$ cat config.mk
export PLATFORM = sky130hd
export DESIGN_NAME = cordic_shift_sched
export DESIGN_NICKNAME = d
export VERILOG_FILES = /design/src/rtl/cordic_pkg.sv /design/src/rtl/cordic_shift_fsm.sv /design/src/rtl/cordic_shift_sched.sv
export SDC_FILE = /design/constraint.sdc
export NUM_CORES = 1
export LEC_CHECK = 0
export CORE_MARGIN = 4
export CORE_UTILIZATION = 44
export DETAILED_ROUTE_END_ITERATION = 8
export PLACE_DENSITY = 0.8
export SLEW_MARGIN = 20
export SYNTH_ARGS = -nofsm -noshare
export SYNTH_HDL_FRONTEND = slang
export SYNTH_SLANG_ARGS = --single-unit
$ cat constraint.sdc
create_clock -name i_clk -period 2.2 [get_ports i_clk]
set_clock_uncertainty 0.05 [all_clocks]
set_input_delay 0.44 -clock i_clk [delete_from_list [all_inputs] [get_ports i_clk]]
set_output_delay 0.44 -clock i_clk [all_outputs]
set_load 0.005 [all_outputs]
$ cat src/rtl/cordic_pkg.sv
// Shared definitions for the CORDIC shift scheduler: state encoding, default widths
// and operand-select constants.
package cordic_pkg;

  localparam int unsigned WIDTH_DEF = 32;
  localparam int unsigned IW_DEF    = 5;

  localparam logic SEL_X = 1'b0;
  localparam logic SEL_Y = 1'b1;

  typedef enum logic [2:0] {
    StIdle = 3'd0,
    StShx  = 3'd1,
    StShy  = 3'd2,
    StUpd  = 3'd3,
    StFin  = 3'd4
  } state_e;

endpackage

$ cat src/rtl/cordic_shift_fsm.sv
// Sequencing core: state register, iteration counter, latched command and the
// state-decoded control outputs for the shared shift unit.
module cordic_shift_fsm
  import cordic_pkg::*;
#(
  parameter int unsigned IW = IW_DEF
) (
  input  logic          i_clk,
  input  logic          i_rst_n,
  input  logic          i_start,
  input  logic          i_abort,
  input  logic [IW-1:0] i_n_iter,
  input  logic          i_dir,
  output logic [IW-1:0] o_iter,
  output logic          o_dir,
  output logic          o_sh_sel,
  output logic          o_busy,
  output logic          o_done,
  output logic          o_upd_en,
  output logic          o_cap_x,
  output logic          o_cap_y
);

  state_e        r_state, w_state_d;
  logic [IW-1:0] r_iter, w_iter_d;
  logic [IW-1:0] r_n_iter, w_n_iter_d;
  logic          r_dir, w_dir_d;
  logic          w_last;
  logic          w_abort_act;

  assign w_last      = (r_iter == (r_n_iter - IW'(1)));
  assign w_abort_act = i_abort && (r_state != StIdle);

  always_comb begin
    w_state_d  = r_state;
    w_iter_d   = r_iter;
    w_n_iter_d = r_n_iter;
    w_dir_d    = r_dir;
    if (w_abort_act) begin
      w_state_d = StIdle;
    end else begin
      unique case (r_state)
        StIdle: begin
          if (i_start) begin
            w_n_iter_d = i_n_iter;
            w_dir_d    = i_dir;
            w_iter_d   = '0;
            w_state_d  = (i_n_iter == '0) ? StFin : StShx;
          end
        end
        StShx: w_state_d = StShy;
        StShy: w_state_d = StUpd;
        StUpd: begin
          if (w_last) begin
            w_state_d = StFin;
          end else begin
            w_iter_d  = r_iter + IW'(1);
            w_state_d = StShx;
          end
        end
        StFin:   w_state_d = StIdle;
        default: w_state_d = StIdle;
      endcase
    end
  end

  always_ff @(posedge i_clk or negedge i_rst_n) begin
    if (!i_rst_n) begin
      r_state  <= StIdle;
      r_iter   <= '0;
      r_n_iter <= '0;
      r_dir    <= 1'b0;
    end else begin
      r_state  <= w_state_d;
      r_iter   <= w_iter_d;
      r_n_iter <= w_n_iter_d;
      r_dir    <= w_dir_d;
    end
  end

  // Outputs decode from state only; abort gates just the internal capture strobes.
  assign o_iter   = r_iter;
  assign o_dir    = r_dir;
  assign o_sh_sel = (r_state == StShy) ? SEL_Y : SEL_X;
  assign o_busy   = (r_state != StIdle);
  assign o_done   = (r_state == StFin);
  assign o_upd_en = (r_state == StUpd);
  assign o_cap_x  = (r_state == StShx) && !i_abort;
  assign o_cap_y  = (r_state == StShy) && !i_abort;

endmodule

$ cat src/rtl/cordic_shift_sched.sv
// CORDIC shift scheduler top: time-multiplexes one external shifter between the X
// and Y operands and registers both shifted results for the datapath update.
module cordic_shift_sched
  import cordic_pkg::*;
#(
  parameter int unsigned WIDTH = WIDTH_DEF,
  parameter int unsigned IW    = IW_DEF
) (
  input  logic             i_clk,
  input  logic             i_rst_n,
  input  logic             i_start,
  input  logic             i_abort,
  input  logic [IW-1:0]    i_n_iter,
  input  logic             i_dir,
  input  logic [WIDTH-1:0] i_sh_result,
  output logic             o_sh_sel,
  output logic             o_sh_rightleft,
  output logic [IW-1:0]    o_sh_amount,
  output logic [WIDTH-1:0] o_x_sh,
  output logic [WIDTH-1:0] o_y_sh,
  output logic             o_upd_en,
  output logic [IW-1:0]    o_iter,
  output logic             o_busy,
  output logic             o_done
);

  logic [IW-1:0]    w_iter;
  logic             w_dir;
  logic             w_cap_x;
  logic             w_cap_y;
  logic [WIDTH-1:0] r_x_sh;
  logic [WIDTH-1:0] r_y_sh;

  cordic_shift_fsm #(
    .IW (IW)
  ) u_fsm (
    .i_clk    (i_clk),
    .i_rst_n  (i_rst_n),
    .i_start  (i_start),
    .i_abort  (i_abort),
    .i_n_iter (i_n_iter),
    .i_dir    (i_dir),
    .o_iter   (w_iter),
    .o_dir    (w_dir),
    .o_sh_sel (o_sh_sel),
    .o_busy   (o_busy),
    .o_done   (o_done),
    .o_upd_en (o_upd_en),
    .o_cap_x  (w_cap_x),
    .o_cap_y  (w_cap_y)
  );

  always_ff @(posedge i_clk or negedge i_rst_n) begin
    if (!i_rst_n) begin
      r_x_sh <= '0;
      r_y_sh <= '0;
    end else begin
      if (w_cap_x) r_x_sh <= i_sh_result;
      if (w_cap_y) r_y_sh <= i_sh_result;
    end
  end

  assign o_sh_rightleft = w_dir;
  assign o_sh_amount    = w_iter;
  assign o_iter         = w_iter;
  assign o_x_sh         = r_x_sh;
  assign o_y_sh         = r_y_sh;

endmodule

# After elaboration in Yosys (flattened, before gate mapping)
# Cells that the tools add are included.
# op_classes
bitwise	1
n_reduce_logical	10
addsub	2
mux	9
eq_ne	8
# op_table
op	n
$mux W3	4
$pmux W3 S4	1
$mux W5	2
$pmux W5 S2	1
$eq A3 B2 Y1 const B	2
$add A5 B1 Y5 const B	1
$eq A5 B5 Y1	1
$logic_not A5 Y1	1
$sub A5 B1 Y5 const B	1
$ne A2 B2 Y1 const B	2
$reduce_and A4 Y1	1
$eq A3 B1 Y1 const B	1
$eq A3 B3 Y1 const B	1
$logic_and A1 B1 Y1	3
$logic_not A3 Y1	1
$ne A3 B2 Y1 const B	1
$reduce_and A3 Y1	1
$reduce_bool A3 Y1	1
$reduce_bool A2 Y1	1
$logic_not A1 Y1	1
$mux W1	1
$not A1 Y1	1
# word_totals
in_bits	42
ff_bits	78

# Depth between registers and ports, before layout
# Gate-level depths: netlist of run 1.
# depth
word_depth	5
mapped_depth	7

# Cells and area by module
# A second synthesis of run 1 with hierarchy kept.
# unflattened
hier_cells	238
hier_area_um2	3611.0
# modules_own_cells
module	area_each_um2	n_inst	seq_area_each_um2	cells_each
cordic_shift_sched	2727.6	1	1601.5	141
cordic_shift_fsm	883.3	1	350.3	97

# Worst setup path before layout of run 1
# No wires, ideal clock.
# synth_path
kind	register to register
startpoint	register u_fsm.r_n_iter[0]
endpoint	register u_fsm.r_iter[0] (netlist: u_fsm.o_iter[0])
path_buffers	0
stages_incl_launch_ff	8
period_less_slack_ps	1856
arrival_time_ps	1675
path_slack_ps	344
path_cell_list	dfrtp_1 inv_1 ha_1 or2b_1 a21oi_2 o311a_1 or4_1 mux2i_1
# synth_via
elab_chain_cells	4
# synth_rtl
element	line_no	rtl
start, declared	cordic_shift_fsm.sv:26	logic [IW-1:0] r_n_iter, w_n_iter_d;
start signal, assigned	cordic_shift_fsm.sv:76	r_n_iter <= w_n_iter_d;
$sub A5 B1 Y5	cordic_shift_fsm.sv:31	assign w_last = (r_iter == (r_n_iter - IW'(1)));
$eq A5 B5 Y1	cordic_shift_fsm.sv:31	
$ne A2 B2 Y1 (no source line)	--	
$reduce_and A4 Y1 (no source line)	--	
end signal, assigned	cordic_shift_fsm.sv:75	r_iter <= w_iter_d;
end, declared	cordic_shift_fsm.sv:25	logic [IW-1:0] r_iter, w_iter_d;
# No other way between the ends.
# A chain may end at the register's enable or synchronous reset.

# Worst setup path in the final report of run 1
# layout_path
startpoint	register u_fsm.r_state[1]
endpoint	output o_upd_en
# layout_via
elab_chain_cells	1
# layout_rtl
element	line_no	rtl
start, declared	cordic_shift_fsm.sv:24	state_e r_state, w_state_d;
start signal, assigned	cordic_shift_fsm.sv:69	r_state <= StIdle;
start signal, assigned	cordic_shift_fsm.sv:74	r_state <= w_state_d;
$eq A3 B2 Y1	cordic_shift_fsm.sv:87	assign o_upd_en = (r_state == StUpd);
end, declared	cordic_shift_sched.sv:21	output logic o_upd_en,
# No other way between the ends.

==> results of run 1 <==
==> registers in the layout, summed over array words and instances, names as in the netlist <==
| register | flops |
|---|---|
| o_y_sh | 32 |
| u_fsm.r_state | 3 |
| u_fsm.r_n_iter | 5 |
| u_fsm.o_dir | 1 |
| o_x_sh | 32 |
| u_fsm.o_iter | 5 |
==> routing by layer <==
| metal | track usage (%) | wire (um) |
|---|---|---|
| met2 | 28.49 | 3709 |
| met1 | 21.51 | 3037 |
| met3 | 4.647 | 425 |
| met4 | 6.859 | 105 |
| met5 | 0 | 0 |
==> power groups by stage <==
stage | Clock (uW) | Combinational, uW | Sequential, uW
after floorplan | 0 | 1060 | 2520
after global placement | 0 | 2700 | 2520
after detailed placement | 0 | 2770 | 2550
after CTS | 1150 | 2780 | 2530
after global routing | 1210 | 2990 | 2640
final | 1110 | 2740 | 2530
==> cells in the mapped netlist, drive strengths merged <==
library cell	n	area share [%]
a21oi	1	0.27
and2	1	0.19
buf	15	2.9
o2bb2a	1	0.31
nor3	4	0.61
xor2	3	0.80
o21ai	1	0.15
nor2b	1	0.19
dfrtp	78	60
o311ai	1	0.27
o311a	1	0.31
mux2	70	24
nand2b	3	0.57
nor4b	1	0.46
or2b	1	0.23
xnor2	4	1.1
clkbuf	1	0.11
a2bb2oi	2	0.54
nor3b	2	0.46
nand4bb	1	0.34
mux2i	5	1.5
ha	2	0.77
inv	4	0.46
nor2	8	0.92
a211oi	1	0.23
nand3b	1	0.23
and3	1	0.19
nand4	1	0.19
nand3	2	0.31
nand2	11	1.3
or4	1	0.23
==> final timing paths <==
| path | from | to | slack, ns | depth (start not counted) |
|---|---|---|---|---|
| worst max-delay path | u_fsm.r_state[1] | o_upd_en | 0.1 | 3 |
| worst min-delay path | i_rst_n | o_x_sh[11] | 0.0005 | 1 |
| worst max register to register | u_fsm.r_n_iter[0] | u_fsm.o_iter[0] | 0.20 | 7 |
| worst min register to register | o_x_sh[17] | o_x_sh[17] | 0.43 | 1 |
| max in group asynchronous | i_rst_n | u_fsm.r_state[0] | 1.48 | 2 |
| min in group i_clk | o_x_sh[17] | o_x_sh[17] | 0.43 | 1 |
==> stage by stage <==
| step | setup slack, ns | area [um^2] |
|---|---|---|
| 5_1_grt | 0.002961 | 4815 |
| 3_5_place_dp | 0.1349 | 4592 |
| 3_3_place_gp | 0.1631 | 4592 |
| 2_1_floorplan | 0.3442 | 3267 |
| 4_1_cts | 0.02112 | 4795 |
| 6_report | 0.09579 | 4815 |
==> placed cells by master (no fill, tap or decap), types with 2 or more instances in the layout <==
cell type	instances
sky130_fd_sc_hd__mux2_1	70
sky130_fd_sc_hd__dfrtp_2	3
sky130_fd_sc_hd__nor3_1	3
sky130_fd_sc_hd__inv_1	4
sky130_fd_sc_hd__mux2i_1	5
sky130_fd_sc_hd__a2bb2oi_1	2
sky130_fd_sc_hd__nand2b_1	3
sky130_fd_sc_hd__ha_1	2
sky130_fd_sc_hd__dfrtp_1	75
sky130_fd_sc_hd__clkbuf_8	9
sky130_fd_sc_hd__buf_12	2
sky130_fd_sc_hd__nand3_1	2
sky130_fd_sc_hd__clkdlybuf4s50_1	119
sky130_fd_sc_hd__bufinv_16	2
sky130_fd_sc_hd__buf_4	8
sky130_fd_sc_hd__xnor2_1	4
sky130_fd_sc_hd__xor2_1	3
sky130_fd_sc_hd__nor2_1	8
sky130_fd_sc_hd__nand2_1	11
==> layout make-up <==
cell class	instances	area (um^2)	share of cell area (%)
repair buffers	129	1291	26.82
clock inverters	4	73.82	1.533
flip-flops and latches	78	1956	40.62
well taps	99	123.9	2.573
inverters	4	15.01	0.3119
clock buffers	10	127.6	2.651
multi-input cells	131	1227	25.49
==> critical path, stage by stage (launching register included) <==
cell and delay (ns):
sky130_fd_sc_hd__dfrtp_2 0.47, sky130_fd_sc_hd__nand2_1 0.11, sky130_fd_sc_hd__nor2_1 0.17, sky130_fd_sc_hd__clkdlybuf4s50_1 0.53
==> cell families after synthesis <==
logic type / Yosys count / synth area share, %
XOR/XNOR: 7 / 1.877
AND/OR/NAND/NOR: 39 / 6.397
buffers and inverters: 20 / 3.485
flip-flops: 78 / 59.75
adder cells (fa/ha/maj): 2 / 0.7659
AO/OA/AOI/OAI: 8 / 2.068
multiplexers: 75 / 25.66
==> repair_timing <==
action | in CTS | in global routing
resized for setup | 1 | 4
endpoints found under the setup margin | 3 | 3
pin swaps | 0 | 0
buffers inserted | 0 | 1
==> flow_summary.toml, run 1 <==
[timing]
timing.slew.headroom_pct = 70.16
grt_setup_unrepaired = "no"
final_hold_violating_endpoints = 0
timing.final.crit_share_pct = 95.65
report.final.slew_viol_count = 0
worst_slew_pin_slew_ns = 0.4476
timing.fmax_mhz = 475.2
setup_viol_count_final = 0
fin_hold_ws_ns = 0.0004736
fin_crit_ns = 2.104
tns_ns = 0

[global_route]
grt_start_max_net_pins = 45
via_count_of_the_first_global_routing_pass = 2364
track_usage_pct = 17.27
grt_overflow = 0
grt_pass1_wl_mm = 11.76
antenna_found_initial = 0

[placed_design]
detailed_place_hpwl_mm = 5.374
placed_cells_incl_taps = 440
placement.io_buffers = 120
gp_congestion = 0.8173

[floorplan]
die_height_um = 94.17
dieWidth_um = 94.17
initial_core_util_pct = 45.04
placementRows = 31
io_pins = 121
die_area_mm2 = 0.008867
floorplan.core_area_mm2 = 0.007253

[detailed_routing]
drt_pass_1_iters = 4
route.final.wire_length_mm = 7.277
post_drt_via_cell_ratio = 4.901
route.detailed.drc = 0
dr.first_iter.drc_count = 38
drtAntennaViolNets = 0
post_drt_wl_per_cell_um = 15.99
routed-via-count = 2230

[finish]
antennaDiodeCount = 0
num-fill-cells = 548
final_core_utilization_pct = 66.38
layout.nets = 397
instances_no_fill = 455
layout-drive-gt1-share_pct = 8.708
synthToLayoutAreaGrowth_pct = 47.38

[power]
fraction_of_power_spent_switching_nets_pct = 28.40
leakage_power_figure_uw = 0.002058
vdd_ir_drop_max_uv = 770.7
p_clk_share_pct = 17.4
power.combinational.fraction_pct = 43.0
netSwitchingPower_uw = 1812
p_total_uw = 6379
internal_power_uw = 4568
power_per_cell_area_mw_per_mm2 = 1325
share_seq_of_total_power_pct = 39.6

[yosys]
synthesis.area_per_instance_um2 = 14.27
syn-instance-count = 229
syn-num-nets = 273
synth.cell_area_mm2 = 0.003267
synth-seq-area-share_pct = 59.75
yosys_register_bits = 78
synthesis.yosys.warnings = 0
synth_cell_types = 32

[clock_tree]
max-clock-path-buffers = 2
cts.sinks = 78
clock_tree.root_cell = "sky130_fd_sc_hd__clkbuf_8"
number_of_clock_buffers_inserted_by_tritoncts = 9
h-tree-depth = 3
post_cts_hold_buffer_count = 0
cts_tree = "built"
cts_clock_pin_slew_for_the_worst_setup_and_hold_paths_ns = 0.07
clock_insertion_delay_worst_skew_ns = 0.33

[worst_hold_path]
min_path_type = "input port to async pin"

[setup_path]
crit_fanout = 8
critical_path_class = "flip-flop to primary output"
worstSetupEndpointType = "primary output"
worst-endpoint-arrival_ns = 1.61
critPathRequiredTime_ns = 1.71
cp-start-kind = "flip-flop"

[flow_run]
max_cap_viols = 0

[status]
outcome = "finished clean"
Note: power is estimated with default switching activity, not from simulation.
==> run 2: changes to the inputs <==
CORE_MARGIN = not set   (was 4)
==> run 2 against run 1 <==
  * Final area is 1.5% higher
  * Clock power grew 17%
  * Total power grew 3.2%
  * Highest routed layer unchanged
==> flow_summary.toml, run 2 (synthesis results as in run 1) <==
[status]
outcome = "finished clean"

[worst_hold_path]
hold_path.startpoint = "o_y_sh[27]"
min_path_type = "flip-flop to flip-flop"
worstHoldEndpoint = "o_y_sh[27]"
hold_path_cells = 1

[floorplan]
die_height_um = 88.17
die_area_mm2 = 0.007773
dieWidth_um = 88.17
initial_core_util_pct = 45.28
placementRows = 31
floorplan.core_area_mm2 = 0.007214
io_pins = 121

[detailed_routing]
drt_pass_1_iters = 4
dr.first_iter.drc_count = 73
post_drt_wl_per_cell_um = 15.26
route.final.wire_length_mm = 6.972
routed-via-count = 2279
route.detailed.drc = 0
post_drt_via_cell_ratio = 4.987
drtAntennaViolNets = 0

[setup_path]
crit_fanout = 8
r2r-start = "u_fsm.r_n_iter[0]"
critPathRequiredTime_ns = 1.71
critical_path_class = "flip-flop to primary output"
worstSetupEndpointType = "primary output"
r2r_end = "u_fsm.o_iter[0]"
worst-endpoint-arrival_ns = 1.68
cp-start-kind = "flip-flop"
reg2regPathDepth = 7
r2r_slack_ns = 0.17

[placed_design]
placement.io_buffers = 120
detailed_place_hpwl_mm = 5.116
placed_cells_incl_taps = 439
gp_congestion = 0.8094
placement_cell_area_mm2 = 0.004609

[power]
leakage_power_figure_uw = 0.002087
power_per_cell_area_mw_per_mm2 = 1347
vdd_ir_drop_max_uv = 663.1

[clock_tree]
cts_clock_pin_slew_for_the_worst_setup_and_hold_paths_ns = 0.08
clock_insertion_delay_worst_skew_ns = 0.34
cts_tree = "built"
max-clock-path-buffers = 2
number_of_clock_buffers_inserted_by_tritoncts = 9
h-tree-depth = 3
cts.sinks = 78
clock_tree.root_cell = "sky130_fd_sc_hd__clkbuf_8"

[finish]
post-route-cell-area_mm2 = 0.004887
synthToLayoutAreaGrowth_pct = 49.60
most-common-layout-cells = "sky130_fd_sc_hd__clkdlybuf4s50_1 (119), sky130_fd_sc_hd__dfrtp_1 (75), sky130_fd_sc_hd__mux2_1 (70)"
instances_no_fill = 457
layout-drive-gt1-share_pct = 9.218
num-fill-cells = 560
antennaDiodeCount = 0
final_common_cell = "sky130_fd_sc_hd__clkdlybuf4s50_1"
final-seq-area_mm2 = 0.001956
final_core_utilization_pct = 67.74
layout.nets = 397
multi_input_area_mm2 = 0.001227

[global_route]
grt_overflow = 0
grt_start_max_net_pins = 44
antenna_found_initial = 0
via_count_of_the_first_global_routing_pass = 2286
track_usage_pct = 19.30
grt_pass1_wl_mm = 11.15

[timing]
grt_setup_unrepaired = "yes"
worst_slew_pin_slew_ns = 0.5438
report.final.slew_viol_count = 0
setup_viol_count_final = 0
timing.slew.headroom_pct = 63.66
timing.fmax_mhz = 460.9
timing.final.crit_share_pct = 98.62
tns_ns = 0
fin_crit_ns = 2.170
final_hold_violating_endpoints = 0

[flow_run]
max_cap_viols = 0
-- run 2: cell count changes in the layout (fill, tap and decap cells not counted) --
cell	previous run	this run
sky130_fd_sc_hd__dlygate4sd3_1	0	1
sky130_fd_sc_hd__clkbuf_8	9	10
sky130_fd_sc_hd__buf_4	8	5
sky130_fd_sc_hd__clkbuf_1	1	0
sky130_fd_sc_hd__buf_12	2	4
sky130_fd_sc_hd__bufinv_16	2	3
sky130_fd_sc_hd__clkinv_2	1	2
-- run 2: through the flow --
| step | setup slack (ns) | hold WS, ns | power [uW] |
|---|---|---|---|
| 4_1_cts | 0.01225 | 0.4420 | 6664 |
| 3_3_place_gp | 0.2130 | 0.3732 | 5196 |
| 2_1_floorplan | 0.3442 | 0.09441 | 3577 |
| 5_1_grt | -0.03374 | 0.4555 | 6993 |
| 6_report | 0.03030 | 0.4364 | 6583 |
| 3_5_place_dp | 0.1679 | 0.3772 | 5325 |
-- run 2: critical path: stages, from the launching register on --
cell and delay (ns):
sky130_fd_sc_hd__dfrtp_2 0.48, sky130_fd_sc_hd__nor2_1 0.19, sky130_fd_sc_hd__and2_1 0.15, sky130_fd_sc_hd__clkdlybuf4s50_1 0.52
-- run 2: power breakdown --
group	switching [uW]	total, uW	internal (uW)
clock	516	1300	783
combinational	930	2760	1830
sequential	401	2520	2120
total	1850	6580	4740
-- run 2: per-layer routing --
metal	track usage, %	share of wire [%]	vias to the layer above
met5	0	0	-
met4	11.00	2.8	0
li1	-	-	1042
met1	22.99	41	1140
met3	6.975	7.4	15
met2	30.28	49	82
-- run 2: worst max path at each step --
stage	from	end	slack [ns]	depth (start not counted)
global route	u_fsm.r_state[0]	o_busy	-0.03	3
global placement	i_abort	o_x_sh[11]	0.21	4
finish	u_fsm.r_state[0]	o_done	0.03	3
floorplan	u_fsm.r_n_iter[0]	u_fsm.o_iter[0]	0.34	7
CTS	u_fsm.r_state[1]	o_done	0.01	3
detailed placement	u_fsm.r_n_iter[0]	u_fsm.o_iter[0]	0.17	7
-- run 2: final cells by class --
| class | count | area share, % |
|---|---|---|
| sequential | 78 | 40.02 |
| tap | 99 | 2.535 |
| clock inverter | 6 | 2.227 |
| inverter | 4 | 0.3072 |
| multi-input combinational | 131 | 25.12 |
| timing repair buffer | 129 | 26.98 |
| clock buffer | 10 | 2.816 |
-- run 2: what timing repair did --
item | CTS | global route
setup buffers | 0 | 1
hold buffers | 1 | 0
gates resized for setup | 4 | 1
hold endpoints to repair | 24 | 0
setup endpoints to repair | 4 | 4
gates cloned | 0 | 0
==> run 3: changes to the inputs <==
CELL_PAD_IN_SITES_DETAIL_PLACEMENT = 0   (was not set)
CELL_PAD_IN_SITES_GLOBAL_PLACEMENT = 2   (was not set)
CORE_UTILIZATION = 29   (was 44)
PLACE_DENSITY = not set   (was 0.8)
PLACE_DENSITY_LB_ADDON = 0.1   (was not set)
==> run 3 against run 2 <==
  * Clock power shrank 20%
  * Final cell count increased by 9.6%
  * Critical path depth shrank 1
  * Global-route usage fell by 5.2 points
  * Utilization decreased by 23 points
  * Largest cell class unchanged
  * Combinational power increased by 2%
==> flow_summary.toml, run 3 (synthesis results as in run 1) <==
[setup_path]
slowest_stage_cell_crit_path = "sky130_fd_sc_hd__clkdlybuf4s50_1"
cp-start-kind = "flip-flop"
crit_chain = "nor3b_2, clkdlybuf4s50_1"
critical_path_class = "flip-flop to primary output"
critPathRequiredTime_ns = 1.71
worst-endpoint-arrival_ns = 1.60
cpPeakStageDelay_ns = 0.54
worstSetupEndpointType = "primary output"
crit_fanout = 10

[floorplan]
placementRows = 38
die_height_um = 108.1
io_pins = 121
dieWidth_um = 108.1
initial_core_util_pct = 30.00
die_area_mm2 = 0.01169
floorplan.core_area_mm2 = 0.01089

[detailed_routing]
routed-via-count = 2221
post_drt_via_cell_ratio = 4.433
drtAntennaViolNets = 0
route.detailed.drc = 0
route.final.wire_length_mm = 7.487
post_drt_wl_per_cell_um = 14.94
dr.first_iter.drc_count = 23
drt_pass_1_iters = 4

[timing]
grt_setup_unrepaired = "yes"
worst_slew_pin_slew_ns = 0.4554
timing.fmax_mhz = 477.4
timing.slew.headroom_pct = 69.64
setup_viol_count_final = 0
timing.final.crit_share_pct = 95.22
report.final.slew_viol_count = 0
final_hold_violating_endpoints = 0
layout_setup_ws_ns = 0.1051
fin_crit_ns = 2.095

[finish]
final_common_cell = "sky130_fd_sc_hd__clkdlybuf4s50_1"
layout.nets = 402
most-common-layout-cells = "sky130_fd_sc_hd__clkdlybuf4s50_1 (119), sky130_fd_sc_hd__dfrtp_1 (75), sky130_fd_sc_hd__mux2_1 (70)"
multi_input_area_mm2 = 0.001234
num-fill-cells = 1056
synthToLayoutAreaGrowth_pct = 50.29
layout-drive-gt1-share_pct = 9.972
antennaDiodeCount = 0
final-seq-area_mm2 = 0.001956

[clock_tree]
clock_insertion_delay_worst_skew_ns = 0.34
cts_tree = "built"
max-clock-path-buffers = 2
h-tree-depth = 3
cts.sinks = 78
cts_clock_pin_slew_for_the_worst_setup_and_hold_paths_ns = 0.08
clock_tree.root_cell = "sky130_fd_sc_hd__clkbuf_8"
number_of_clock_buffers_inserted_by_tritoncts = 9

[global_route]
antenna_found_initial = 0
grt_overflow = 0
via_count_of_the_first_global_routing_pass = 2328
grt_start_max_net_pins = 35
grt_pass1_wl_mm = 12.38
track_usage_pct = 14.10

[placed_design]
placement.io_buffers = 120
worst_setup_slack_post_dpl_ns = 0.1650
detailed_place_hpwl_mm = 5.254
gp_congestion = 0.6826

[power]
p_total_uw = 6374
power_per_cell_area_mw_per_mm2 = 1298
leakage_power_figure_uw = 0.002083
vdd_ir_drop_max_uv = 541.2

[flow_run]
max_cap_viols = 0

[status]
outcome = "finished clean"

[worst_hold_path]
min_path_type = "flip-flop to flip-flop"
[run 3: cell count changes in the layout (fill, tap and decap cells not counted), sizes merged]
cell,before,now
buf,9,14
bufinv,3,1
[run 3: metrics by stage]
| step | utilization, % | setup TNS [ns] | hold WS [ns] | cells | cell area [um^2] |
|---|---|---|---|---|---|
| after floorplan | - | 0 | 0.09441 | 229 | 3267 |
| after global placement | 42.83 | 0 | 0.3752 | 482 | 4663 |
| after detailed placement | 42.83 | 0 | 0.3752 | 482 | 4663 |
| after CTS | 44.74 | 0 | 0.4428 | 497 | 4871 |
| after global routing | 45.09 | -0.02112 | 0.4525 | 501 | 4910 |
| final | 45.09 | 0 | 0.4350 | 501 | 4910 |
[run 3: power by group]
group          internal (uW)  switching, uW  leakage (uW)
clock network            541            503     0.0000980
logic                   1870            940       0.00105
registers               2120            397      0.000937
[run 3: path summary, 6_finish.rpt]
| path | start | end | slack (ns) | depth (start not counted) |
|---|---|---|---|---|
| setup / recovery | u_fsm.r_state[2] | o_sh_sel | 0.11 | 2 |
| hold / removal | o_x_sh[31] | o_x_sh[31] | 0.44 | 1 |
| setup reg to reg | u_fsm.r_n_iter[0] | u_fsm.o_iter[0] | 0.20 | 7 |
| hold reg to reg | o_x_sh[31] | o_x_sh[31] | 0.44 | 1 |
| max in group asynchronous | i_rst_n | u_fsm.r_state[0] | 1.00 | 3 |
| min in group asynchronous | i_rst_n | o_y_sh[10] | 0.53 | 2 |
[run 3: final cells by class]
type                    instances  area share, %
multi-input cells             131          25.13
flip-flops and latches         78          39.83
inverters                       4         0.3058
clock buffers                  10          2.803
repair buffers                134          27.37
clock inverters                 4         0.9939
well taps                     140          3.568
[run 3: what timing repair did]
item,in CTS,in global routing
buffers inserted,0,4
resized for setup,3,3
setup endpoints to repair,3,4
hold buffers,1,0
endpoints found under the hold margin,24,0
[run 3: critical path: cells and delay by family, from the launching register on]
family	cells	cell delay, ns
buf+inv	1	0.54
flops	1	0.50
simple gates	1	0.24
[run 3: per-layer routing]
layer	up-vias	global-route usage, %	wire (um)
li1	1054	-	-
met1	1088	17.73	3329
met2	72	21.47	3430
met3	7	6.329	640
met4	0	4.697	87
met5	-	0	0
